`src/rtl/floor_call_if.sv`:
```
// Button, car-status and call/target signals between the elevator FSM side and the call register.
interface floor_call_if;
  logic       button1_n;
  logic       button2_n;
  logic       button3_n;
  logic [1:0] current_floor;
  logic       door_open;
  logic       moving;
  logic       sos_mode;
  logic       led1;
  logic       led2;
  logic       led3;
  logic [1:0] target_floor;
  logic       target_valid;
  logic       dir_up;

  modport master (
    output button1_n, button2_n, button3_n,
    output current_floor, door_open, moving, sos_mode,
    input  led1, led2, led3,
    input  target_floor, target_valid, dir_up
  );

  modport slave (
    input  button1_n, button2_n, button3_n,
    input  current_floor, door_open, moving, sos_mode,
    output led1, led2, led3,
    output target_floor, target_valid, dir_up
  );
endinterface

```
`src/rtl/floor_call_register.sv`:
```
// Call-button conditioning, per-floor pending calls with LEDs, and next-target selection
// (direction-preserving, nearest-first) for the elevator car FSM.
module floor_call_register #(
  parameter int unsigned DEBOUNCE_CYCLES = 10
) (
  input  logic         clk_50,
  input  logic         reset,
  floor_call_if.slave  bus
);

  localparam int unsigned NUM_FLOORS = 3;
  localparam int unsigned CNT_W      = (DEBOUNCE_CYCLES > 1) ? $clog2(DEBOUNCE_CYCLES) : 1;
  localparam logic [CNT_W-1:0] CNT_LAST = CNT_W'(DEBOUNCE_CYCLES - 1);

  logic [NUM_FLOORS:1] btn_raw;
  logic [NUM_FLOORS:1] sync_meta_q;
  logic [NUM_FLOORS:1] sync_q;
  logic [NUM_FLOORS:1] deb_q;
  logic [NUM_FLOORS:1] deb_prev_q;
  logic [CNT_W-1:0]    cnt_q [1:NUM_FLOORS];
  logic [NUM_FLOORS:1] press_c;
  logic [NUM_FLOORS:1] serve_c;
  logic [NUM_FLOORS:1] pending_q;
  logic [NUM_FLOORS:0] pend_ext;

  logic [1:0] target_floor_q;
  logic       target_valid_q;
  logic       dir_up_q;
  logic [1:0] target_floor_d;
  logic       target_valid_d;
  logic       dir_up_d;

  logic       eff_dir_c;
  logic       up_hit_c;
  logic       dn_hit_c;
  logic [1:0] up_floor_c;
  logic [1:0] dn_floor_c;
  logic [1:0] cf;

  assign btn_raw = {bus.button3_n, bus.button2_n, bus.button1_n};
  assign cf      = bus.current_floor;

  // Two-flop synchroniser followed by a stability counter per button
  always_ff @(posedge clk_50 or posedge reset) begin
    if (reset) begin
      sync_meta_q <= '1;
      sync_q      <= '1;
      deb_q       <= '1;
      deb_prev_q  <= '1;
      for (int i = 1; i <= NUM_FLOORS; i++) begin
        cnt_q[i] <= '0;
      end
    end else begin
      sync_meta_q <= btn_raw;
      sync_q      <= sync_meta_q;
      deb_prev_q  <= deb_q;
      for (int i = 1; i <= NUM_FLOORS; i++) begin
        if (sync_q[i] == deb_q[i]) begin
          cnt_q[i] <= '0;
        end else if (cnt_q[i] == CNT_LAST) begin
          deb_q[i] <= sync_q[i];
          cnt_q[i] <= '0;
        end else begin
          cnt_q[i] <= cnt_q[i] + CNT_W'(1);
        end
      end
    end
  end

  // A press is the accepted release->press transition; releases are ignored
  assign press_c = deb_prev_q & ~deb_q;

  always_comb begin
    serve_c = '0;
    for (int f = 1; f <= NUM_FLOORS; f++) begin
      serve_c[f] = (cf == 2'(f)) && bus.door_open && !bus.moving;
    end
  end

  // Serving a floor beats a simultaneous press on it; SOS wipes every call
  always_ff @(posedge clk_50 or posedge reset) begin
    if (reset) begin
      pending_q <= '0;
    end else if (bus.sos_mode) begin
      pending_q <= '0;
    end else begin
      for (int f = 1; f <= NUM_FLOORS; f++) begin
        if (serve_c[f]) begin
          pending_q[f] <= 1'b0;
        end else if (press_c[f]) begin
          pending_q[f] <= 1'b1;
        end
      end
    end
  end

  assign pend_ext = {pending_q, 1'b0};

  // Nearest pending floor above and below the car
  always_comb begin
    up_hit_c   = 1'b0;
    dn_hit_c   = 1'b0;
    up_floor_c = 2'd1;
    dn_floor_c = 2'd1;
    for (int f = NUM_FLOORS; f >= 1; f--) begin
      if (pending_q[f] && (2'(f) > cf)) begin
        up_hit_c   = 1'b1;
        up_floor_c = 2'(f);
      end
    end
    for (int f = 1; f <= NUM_FLOORS; f++) begin
      if (pending_q[f] && (2'(f) < cf)) begin
        dn_hit_c   = 1'b1;
        dn_floor_c = 2'(f);
      end
    end
  end

  // At a terminal floor a stopped car can only head back into the shaft
  always_comb begin
    eff_dir_c = dir_up_q;
    if (!bus.moving && (cf == 2'd3)) begin
      eff_dir_c = 1'b0;
    end else if (!bus.moving && (cf == 2'd1)) begin
      eff_dir_c = 1'b1;
    end
  end

  always_comb begin
    target_floor_d = target_floor_q;
    target_valid_d = target_valid_q;
    dir_up_d       = dir_up_q;
    if (bus.sos_mode || (pending_q == '0) || (cf == 2'd0)) begin
      target_valid_d = 1'b0;
    end else if (pend_ext[cf]) begin
      target_floor_d = cf;
      target_valid_d = 1'b1;
      dir_up_d       = eff_dir_c;
    end else if (eff_dir_c && up_hit_c) begin
      target_floor_d = up_floor_c;
      target_valid_d = 1'b1;
      dir_up_d       = 1'b1;
    end else if (!eff_dir_c && dn_hit_c) begin
      target_floor_d = dn_floor_c;
      target_valid_d = 1'b1;
      dir_up_d       = 1'b0;
    end else if (!bus.moving) begin
      // Only calls behind: reverse and take the nearest one
      target_floor_d = eff_dir_c ? dn_floor_c : up_floor_c;
      target_valid_d = 1'b1;
      dir_up_d       = !eff_dir_c;
    end else begin
      target_valid_d = 1'b0;
      dir_up_d       = eff_dir_c;
    end
  end

  always_ff @(posedge clk_50 or posedge reset) begin
    if (reset) begin
      target_floor_q <= 2'd1;
      target_valid_q <= 1'b0;
      dir_up_q       <= 1'b1;
    end else begin
      target_floor_q <= target_floor_d;
      target_valid_q <= target_valid_d;
      dir_up_q       <= dir_up_d;
    end
  end

  assign bus.led1         = pending_q[1];
  assign bus.led2         = pending_q[2];
  assign bus.led3         = pending_q[3];
  assign bus.target_floor = target_floor_q;
  assign bus.target_valid = target_valid_q;
  assign bus.dir_up       = dir_up_q;

endmodule
```
`src/flat_wrapper.sv`:
```
// flat-port wrapper written by rule: the top's interface ports become plain ports
module floor_call_register_flat 
#(
  parameter int unsigned DEBOUNCE_CYCLES = 10
)
  (clk_50, reset, bus_button1_n, bus_button2_n, bus_button3_n, bus_current_floor, bus_door_open, bus_moving, bus_sos_mode, bus_led1, bus_led2, bus_led3, bus_target_floor, bus_target_valid, bus_dir_up);
  floor_call_if bus_i ();
  input  logic clk_50;
  input  logic reset;
  input wire logic [$bits(bus_i.button1_n)-1:0] bus_button1_n;
  input wire logic [$bits(bus_i.button2_n)-1:0] bus_button2_n;
  input wire logic [$bits(bus_i.button3_n)-1:0] bus_button3_n;
  input wire logic [$bits(bus_i.current_floor)-1:0] bus_current_floor;
  input wire logic [$bits(bus_i.door_open)-1:0] bus_door_open;
  input wire logic [$bits(bus_i.moving)-1:0] bus_moving;
  input wire logic [$bits(bus_i.sos_mode)-1:0] bus_sos_mode;
  output wire logic [$bits(bus_i.led1)-1:0] bus_led1;
  output wire logic [$bits(bus_i.led2)-1:0] bus_led2;
  output wire logic [$bits(bus_i.led3)-1:0] bus_led3;
  output wire logic [$bits(bus_i.target_floor)-1:0] bus_target_floor;
  output wire logic [$bits(bus_i.target_valid)-1:0] bus_target_valid;
  output wire logic [$bits(bus_i.dir_up)-1:0] bus_dir_up;
  assign bus_i.button1_n = bus_button1_n;
  assign bus_i.button2_n = bus_button2_n;
  assign bus_i.button3_n = bus_button3_n;
  assign bus_i.current_floor = bus_current_floor;
  assign bus_i.door_open = bus_door_open;
  assign bus_i.moving = bus_moving;
  assign bus_i.sos_mode = bus_sos_mode;
  assign bus_led1 = bus_i.led1;
  assign bus_led2 = bus_i.led2;
  assign bus_led3 = bus_i.led3;
  assign bus_target_floor = bus_i.target_floor;
  assign bus_target_valid = bus_i.target_valid;
  assign bus_dir_up = bus_i.dir_up;
  floor_call_register #(.DEBOUNCE_CYCLES(DEBOUNCE_CYCLES)) u_core (.clk_50(clk_50), .reset(reset), .bus(bus_i));
endmodule
```
`config.mk`:
```
export PLATFORM = sky130hd
export DESIGN_NAME = floor_call_register_flat
export DESIGN_NICKNAME = d
export VERILOG_FILES = /design/src/rtl/floor_call_if.sv /design/src/rtl/floor_call_register.sv /design/src/flat_wrapper.sv
export SDC_FILE = /design/constraint.sdc
export NUM_CORES = 1
export LEC_CHECK = 0
export CORE_MARGIN = 10
export CORE_UTILIZATION = 38
export CTS_CLUSTER_SIZE = 40
export DETAILED_ROUTE_END_ITERATION = 7
export GPL_TIMING_DRIVEN = 1
export SLEW_MARGIN = 20
export SYNTH_ARGS = -nofsm -noshare
export SYNTH_HDL_FRONTEND = slang
export SYNTH_SLANG_ARGS = --single-unit
```
`constraint.sdc`:
```
create_clock -name clk_50 -period 1.8 [get_ports clk_50]
set_clock_uncertainty 0.1 [all_clocks]
set_input_delay 0.45 -clock clk_50 [delete_from_list [all_inputs] [get_ports clk_50]]
set_output_delay 0.45 -clock clk_50 [all_outputs]
set_load 0.01 [all_outputs]
```
# After elaboration in Yosys (flattened, before gate mapping)
# Index checks and enable logic that the tools add are counted.
[classes] add_sub_neg=3 order_cmp=7 eq_ne=10 mux=42 bitwise_logic=6 reduce_logical=29
[ops] cell="2-to-1 mux 1 bit" n=24
[ops] cell="2-to-1 mux 4 bit" n=6
[ops] cell="2-to-1 mux 2 bit" n=10
[ops] cell="logical AND 1 bit" n=16
[ops] cell="adder 4 x 1 -> 4 bit, second input constant" n=3
[ops] cell="== test 4 bit, second input constant" n=3
[ops] cell="nonzero test 3 bit" n=3
[ops] cell="AND reduction 2 bit" n=4
[ops] cell="== test 2 bit, second input constant" n=2
[ops] cell="greater-than comparator 2 bit, first input constant" n=2
[ops] cell="< comparator 2 bit, first input constant" n=2
[ops] cell="!= test 4 x 1 -> 1 bit, second input constant" n=1
[ops] cell="inverter 1 bit" n=4
[ops] cell="AND 3 bit" n=1
[ops] cell="== test 1 bit" n=3
[ops] cell="logical NOT 3 bit" n=1
[ops] cell="< comparator 2 x 3 -> 1 bit, second input constant" n=1
[ops] cell="2-to-1 mux 3 bit" n=1
[ops] cell="inverter 3 bit" n=1
[ops] cell="binary-select mux 1 bit (select 2 bit)" n=1
[ops] cell="== test 2 x 1 -> 1 bit, second input constant" n=1
[ops] cell="greater-than comparator 1 x 2 -> 1 bit, first input constant" n=1
[ops] cell="logical NOT 1 bit" n=2
[ops] cell="logical NOT 2 bit" n=1
[ops] cell="2 further kinds" n=3
[word_totals] regBits=31 input_bits=10 out_inout_bits=7 word_cells=112

# Longest topological paths before layout
# Gate-level depths: netlist of the first run.
[depth] word_depth=10 ltp_mapped=6 ltp_nobuf=5

# Worst setup path before layout of the first run
# No wires, ideal clock.
[synth_path] path_kind="input port to flip-flop" startpoint="input bus_current_floor[0]" endpoint="register u_core.target_floor_q[1], in the netlist u_core.bus.target_floor[1]" setup_ns=0.128 arrival_time_ns=1.568 required_time_ns=1.572 slack_ns=0.004 cell_stages=6 path_buffers=1 cell_sequence="buf_6 -> mux2_4 -> a21oi_2 -> o211ai_1 -> o21ai_2 -> mux2_1"
[synth_via] elab_chain_len=10 word_cells_on_any_way=44 cone_classes="order compare (6); eq/ne (3); mux (20); bitwise (1); reduce/logical (14)"
[synth_rtl] element="from (decl)" line_no="flat_wrapper.sv:13" text="input wire logic [$bits(bus_i.current_floor)-1:0] bus_current_floor;"
[synth_rtl] element="greater-than comparator 2 bit" line_no="floor_call_register.sv:106" text="if (pending_q[f] && (2'(f) > cf)) begin"
[synth_rtl] element="logical AND 1 bit" line_no="floor_call_register.sv:106"
[synth_rtl] element="2-to-1 mux 2 bit (3 in a row)" line_no="floor_call_register.sv:106"
[synth_rtl] element="2-to-1 mux 2 bit" line_no="floor_call_register.sv:149" text="target_floor_d = eff_dir_c ? dn_floor_c : up_floor_c;"
[synth_rtl] element="2-to-1 mux 2 bit" line_no="floor_call_register.sv:147" text="end else if (!bus.moving) begin"
[synth_rtl] element="2-to-1 mux 2 bit" line_no="floor_call_register.sv:143" text="end else if (!eff_dir_c && dn_hit_c) begin"
[synth_rtl] element="2-to-1 mux 2 bit" line_no="floor_call_register.sv:139" text="end else if (eff_dir_c && up_hit_c) begin"
[synth_rtl] element="2-to-1 mux 2 bit" line_no="floor_call_register.sv:135" text="end else if (pend_ext[cf]) begin"
[synth_rtl] element="to (signal assigned)" line_no="floor_call_register.sv:164" text="target_floor_q <= target_floor_d;"
[synth_rtl] element="to (decl)" line_no="floor_call_register.sv:26" text="logic [1:0] target_floor_q;"
# Parallel ways exist; a longest one is shown, timed or not. The select of a mux whose other input is x is not followed.
# A chain may end at the register's enable or synchronous reset.

# Worst setup path in the final report of the first run
[layout_path] startpoint="input bus_current_floor[1]" endpoint="register u_core.target_floor_q[1], in the netlist u_core.bus.target_floor[1]"
# The elaborated chain is that of the path after synthesis.

==> out/qor.yml, run 1 <==
logic_synthesis:
  synth-edff-count: 0
  post-synth-top-area-cell: "dfrtp_1"
  ys_types: 32
  ys_warn_count: 0
  yosysMostFrequentCell: "dfrtp_1"
  synth-main-ff-cell: "dfrtp_1"
  ys_seq_area_frac: 0.5707
  yosys-top-cells-area: "dfrtp_1 31%, dfstp_2 26%, ha_1 5.4%"
  ys_top_cells_by_count: "17 x dfrtp_1, 15 x nor2_1, 14 x dfstp_2"
  ys_seq_elements: 31
  syn_nets: 135
  syn_area_per_cell_um2: 11.68
  synthArstFlopShare: 1.000
  yosys.area.top_type_share: 0.3060
  syn_area_um2: 1390
  synthCells: 119
cells_and_area:
  final_net_count: 172
  fin_area_um2: 1794
  antenna_cells: 0
  seq_area_um2: 794.5
  nFillCells: 289
  fin_cells: 203
  post-route-util: 0.5213
  drive_gt1_frac: 0.2930
  syn_to_final_growth_pct: 29.07
  multiInputGateArea_um2: 558.0
grt:
  overflow: 0
  antenna_found_initial: 0
  gr-usage-all-layers: 0.08177
  grt_pass1_wl_um: 4133
  grt_start_max_net_pins: 32
  first_global_vias: 949
timing:
  finalHoldViolCount: 0
  final-setup-viol-count: 0
  fmax_ghz: 0.5891
  fin_crit_sh: 0.9431
  relSlewSlack: 0.7554
  worst_slack_ns: 0.1024
  fin_crit_ns: 1.698
  hold_ws_ns: 0.2558
  rsz0062_at_grt: "false"
  worst-slew-pin-transition_ns: 0.3670
  final_max_slew_viol_count: 0
floorplan:
  die-height_um: 80.48
  io_pins: 17
  die_w_um: 80.48
  design.core.area_um2: 3442
  start_util: 0.4039
  rows: 21
  die-area_um2: 6477
clock_tree:
  worst_skew_pair.late_latency_ns: 0.27
  max-clock-path-buffers: 2
  hold_buffers: 0
  htreeDepth: 2
  cts_tree: "yes"
  clock_sinks: 31
  numCtsBuffers: 5
  cts.clk_slew.worst_paths_ns: 0.05
  cts-root-buf: "clkbuf_8"
placed_design:
  post-place-ws_ns: -0.5714
  portBuffers: 16
  placed_area_um2: 1704
  dpl.hpwl_um: 1836
  globalplace.congestion: 0.7873
  placed_cells_incl_taps: 194
drt:
  via_per_inst: 4.690
  drt-pass1-iter-count: 4
  num_vias: 952
  drtAntennaViolNets: 0
  wirelength_um: 2558
  wl_per_cell_um: 12.60
  drt-initial-drc-count: 34
  drc: 0
setup_path:
  crit_path_max_fanout: 6
  crit_chain: "dlygate4sd2_1 -> and3b_1 -> a21oi_2 -> o211ai_1 -> o21ai_2 -> mux2_1"
  worst-endpoint-arrival_ns: 1.75
  start_kind: "input port"
  crit_buf_inv: 1
  worst_path_largest_cell_delay_ns: 0.34
  cp.required_ns: 1.85
  cpMaxStageDelayCell: "mux2_1"
  worst_setup_path_end_kind: "flop"
  path_class: "in2reg"
  crit_family: "compound AO/OA/AOI/OAI gates"
run:
  maxCapViolCount: 0
power:
  p_leak_nw: 0.8527
  ir_worst_vdd_uv: 613.5
  p_per_area_nw_per_um2: 905.8
min_path:
  worst_hold_path_type: "reg2reg"
status:
  status: "finished, final reports clean"
==> path summary, 6_finish.rpt <==
kind	start	end	slack, ns	cells past startpoint
max	bus_current_floor[1]	u_core.bus.target_floor[1]	0.10	6
min	u_core.sync_meta_q[1]	u_core.sync_q[1]	0.26	0
max reg2reg	u_core.pending_q[1]	u_core.bus.target_floor[1]	0.13	5
min reg2reg	u_core.sync_meta_q[1]	u_core.sync_q[1]	0.26	0
max in group asynchronous	reset	u_core.sync_meta_q[3]	0.84	3
min in group asynchronous	reset	u_core.cnt_q[10]	0.43	3
==> kinds of logic (layout without fill, tap and decap cells) <==
kind of cell,count (synthesis),after routing,share of synthesized area
fa+ha+maj,6,6,0.05400
mux,7,7,0.05850
simple gates,41,41,0.1530
flops,31,31,0.5707
compound gates,14,14,0.07110
buf+inv,11,49,0.03600
xor+xnor,9,9,0.05671
==> per-layer routing <==
metal	global-route usage	wire, µm	vias to the layer above
li1	-	-	472
met4	0.04401	50	0
met3	0.03563	123	5
met2	0.1250	1158	23
met1	0.09375	1226	452
met5	0	0	-
==> through the flow <==
step	TNS [ns]	power [W]
detailed placement	-2.024	0.001143
floorplan	0	0.001013
global route	0	0.001725
finish	0	0.001625
CTS	-0.02063	0.001647
global placement	-1.854	0.001127
==> area by class of cell <==
class,count,area share
Clock buffer,8,0.04463
Inverter,9,0.01883
Multi-Input combinational cell,77,0.3110
Sequential cell,31,0.4428
Tap cell,46,0.03208
Timing Repair Buffer,32,0.1506
==> what timing repair did <==
item | 4_1_cts | 5_1_grt
cloned | 0 | 0
gates resized for setup | 9 | 4
setup endpoints to repair | 9 | 2
buffers inserted | 0 | 1
hold endpoints to repair | 0 | 0
pin swaps | 1 | 1
==> registers in the layout (all words and copies together) (netlist names) <==
name	cells
u_core.cnt_q	12
u_core.bus.target_valid	1
u_core.deb_prev_q	3
u_core.bus.target_floor	2
u_core.bus.dir_up	1
u_core.sync_meta_q	3
u_core.pending_q	3
u_core.deb_q	3
u_core.sync_q	3
==> power breakdown <==
part / switching (W) / internal [W]
Clock: 0.000226 / 0.000274
Combinational: 0.000132 / 0.000145
Sequential: 0.0000581 / 0.000790
==> worst register-to-register path, delay by kind of cell (launching register included) <==
| kind | cells | cell delay [ns] |
|---|---|---|
| compound gates | 3 | 0.49 |
| flops | 1 | 0.46 |
| mux | 1 | 0.34 |
| simple gates | 1 | 0.17 |
==> cell usage in the layout, fill, tap and decap left out, types with 2 or more instances in the layout <==
master	synthesis	layout
dfrtp_1	17	16
dlygate4sd2_1	0	6
mux2_2	3	3
dfstp_2	14	14
a21oi_1	4	4
o21bai_1	2	2
nand3b_1	4	4
clkdlybuf4s50_1	0	8
nand2_1	5	5
clkbuf_8	0	5
nor3_1	5	5
clkbuf_1	0	3
nor4bb_1	2	2
a21o_1	2	2
xor2_1	6	6
buf_4	0	16
inv_1	9	9
nand3_1	5	5
xnor2_1	3	3
mux2_1	2	2
nor2_1	15	15
ha_1	6	6
No activity file was read; power rests on OpenSTA's default activity.
==> run 2: changes to the inputs <==
--- a/config.mk
+++ b/config.mk
@@ -10,6 +10,7 @@
 export CTS_CLUSTER_SIZE = 40
 export DETAILED_ROUTE_END_ITERATION = 7
 export GPL_TIMING_DRIVEN = 1
+export REMOVE_ABC_BUFFERS = 1
 export SLEW_MARGIN = 20
 export SYNTH_ARGS = -nofsm -noshare
 export SYNTH_HDL_FRONTEND = slang
==> run 2 against run 1 <==
Compared with the run above:
- register-to-register slack is essentially flat
- routed wire length shrank 2.0%
- combinational power is essentially flat
- power grew 0.21%
- first-iteration DRC count grew 15%
- via count grew 1.5%
- clock power is essentially flat
- die area is the same
- hold slack lost 0.0018 ns
- maximum frequency shrank 1.2%
==> out/qor.yml, run 2 (synthesized netlist as in run 1, its figures left out) <==
placed_design:
  portBuffers: 16
  globalplace.congestion: 0.7745
  post-place-ws_ns: -0.4777
  dpl.hpwl_um: 1864
  placed_cells_incl_taps: 191
  placed_area_um2: 1694
timing:
  final-setup-viol-count: 0
  finalHoldViolCount: 0
  worst_slack_ns: 0.08119
  worst-slew-pin-transition_ns: 0.3148
  fmax_ghz: 0.5818
  relSlewSlack: 0.7872
  fin_crit_ns: 1.719
  final_max_slew_viol_count: 0
  fin_crit_sh: 0.9549
  rsz0062_at_grt: "false"
cells_and_area:
  fin_cells: 201
  post-route-util: 0.5242
  final_net_count: 170
  largest_register_ffs: 12
  drive_gt1_frac: 0.2839
  fin_area_um2: 1804
  antenna_cells: 0
  final_common_cell: "dfrtp_1"
  layout_common_cells: "16 x dfrtp_1, 15 x nor2_1, 14 x dfstp_2"
  syn_to_final_growth_pct: 29.79
  regMostFlops: "u_core.cnt_q"
floorplan:
  start_util: 0.4039
  die_w_um: 80.48
  die-height_um: 80.48
  design.core.area_um2: 3442
  die-area_um2: 6477
  io_pins: 17
  rows: 21
drt:
  via_per_inst: 4.806
  drt-initial-drc-count: 39
  drt-pass1-iter-count: 4
  num_vias: 966
  wl_per_cell_um: 12.47
  wirelength_um: 2506
  drtAntennaViolNets: 0
  drc: 0
grt:
  gr-usage-all-layers: 0.08526
  grt_pass1_wl_um: 4388
  first_global_vias: 1001
  grt_start_max_net_pins: 32
  antenna_found_initial: 0
  overflow: 0
setup_path:
  cp.required_ns: 1.86
  crit_chain: "clkdlybuf4s15_1 -> mux2_4 -> a21oi_2 -> o211ai_1 -> o21ai_2 -> mux2_4"
  worst_setup_path_end_kind: "flop"
  start_kind: "input port"
  crit_path_max_fanout: 3
  cpMaxStageDelayCell: "mux2_4"
  worst-endpoint-arrival_ns: 1.78
  path_class: "in2reg"
  worst_path_largest_cell_delay_ns: 0.33
  crit_top_cell: "mux2_4"
clock_tree:
  cts.clk_slew.worst_paths_ns: 0.06
  clock_sinks: 31
  worst_skew_pair.late_latency_ns: 0.27
  cts_tree: "yes"
  hold_buffers: 0
  max-clock-path-buffers: 2
  htreeDepth: 2
  cts-root-buf: "clkbuf_8"
  numCtsBuffers: 5
status:
  status: "finished, final reports clean"
power:
  p_leak_nw: 0.8530
  ir_worst_vdd_uv: 407.7
  p_per_area_nw_per_um2: 902.7
min_path:
  worst_hold_path_type: "reg2reg"
run:
  maxCapViolCount: 0
## run 2: timing repair
item / 4_1_cts / 5_1_grt
pin swaps: 1 / 1
hold endpoints to repair: 0 / 0
setup buffers: 1 / 1
resized for setup: 8 / 6
setup endpoints to repair: 8 / 2
gates cloned: 0 / 0
## run 2: per-stage QoR
| step | power (W) | TNS, ns | hold WS [ns] |
|---|---|---|---|
| floorplan | 0.001006 | 0 | 0.2452 |
| global placement | 0.001127 | -1.361 | 0.2457 |
| detailed placement | 0.001146 | -1.427 | 0.2468 |
| CTS | 0.001649 | -0.02751 | 0.2554 |
| global route | 0.001735 | 0 | 0.2585 |
| finish | 0.001629 | 0 | 0.2540 |
## run 2: path summary, 6_finish.rpt
kind,start,endpoint,slack (ns),cells past startpoint
max in group asynchronous,reset,u_core.sync_q[3],0.95,3
min in group asynchronous,reset,u_core.cnt_q[8],0.41,3
max reg2reg,u_core.pending_q[1],u_core.bus.target_floor[1],0.12,5
max,bus_current_floor[0],u_core.bus.target_floor[1],0.08,6
min,u_core.sync_meta_q[3],u_core.sync_q[3],0.25,0
min reg2reg,u_core.sync_meta_q[3],u_core.sync_q[3],0.25,0
## run 2: critical path, delay by kind of cell
family	cells	cell delay, ns
AOI/OAI and AO/OA	3	0.46
buffers and inverters	1	0.22
muxes	2	0.65
## run 2: power breakdown
part	internal (W)	switching [W]
Combinational	0.000149	0.000131
Clock	0.000274	0.000225
Sequential	0.000790	0.0000594
Total	0.00121	0.000415
## run 2: layout make-up
| type | count | area, µm² |
|---|---|---|
| clock buffers | 8 | 80.08 |
| flip-flops and latches | 31 | 794.5 |
| fillers | 315 | 1638 |
| multi-input cells | 77 | 561.8 |
| repair buffers | 30 | 276.5 |
| well taps | 46 | 57.56 |
| inverters | 9 | 33.78 |
## run 2: per-layer routing
layer | up-vias | track usage | routed length [µm]
met1 | 469 | 0.09067 | 1052
met4 | 0 | 0.03697 | 25
met3 | 4 | 0.03341 | 167
met2 | 24 | 0.1457 | 1260
met5 | - | 0 | 0
li1 | 469 | - | -
==> run 3: changes to the inputs <==
--- a/config.mk
+++ b/config.mk
@@ -5,6 +5,7 @@
 export SDC_FILE = /design/constraint.sdc
 export NUM_CORES = 1
 export LEC_CHECK = 0
+export CAP_MARGIN = 10
 export CORE_MARGIN = 10
 export CORE_UTILIZATION = 38
 export CTS_CLUSTER_SIZE = 40
==> results of run 3 <==
Final layout, timing and power as in run 2 (identical DEF).
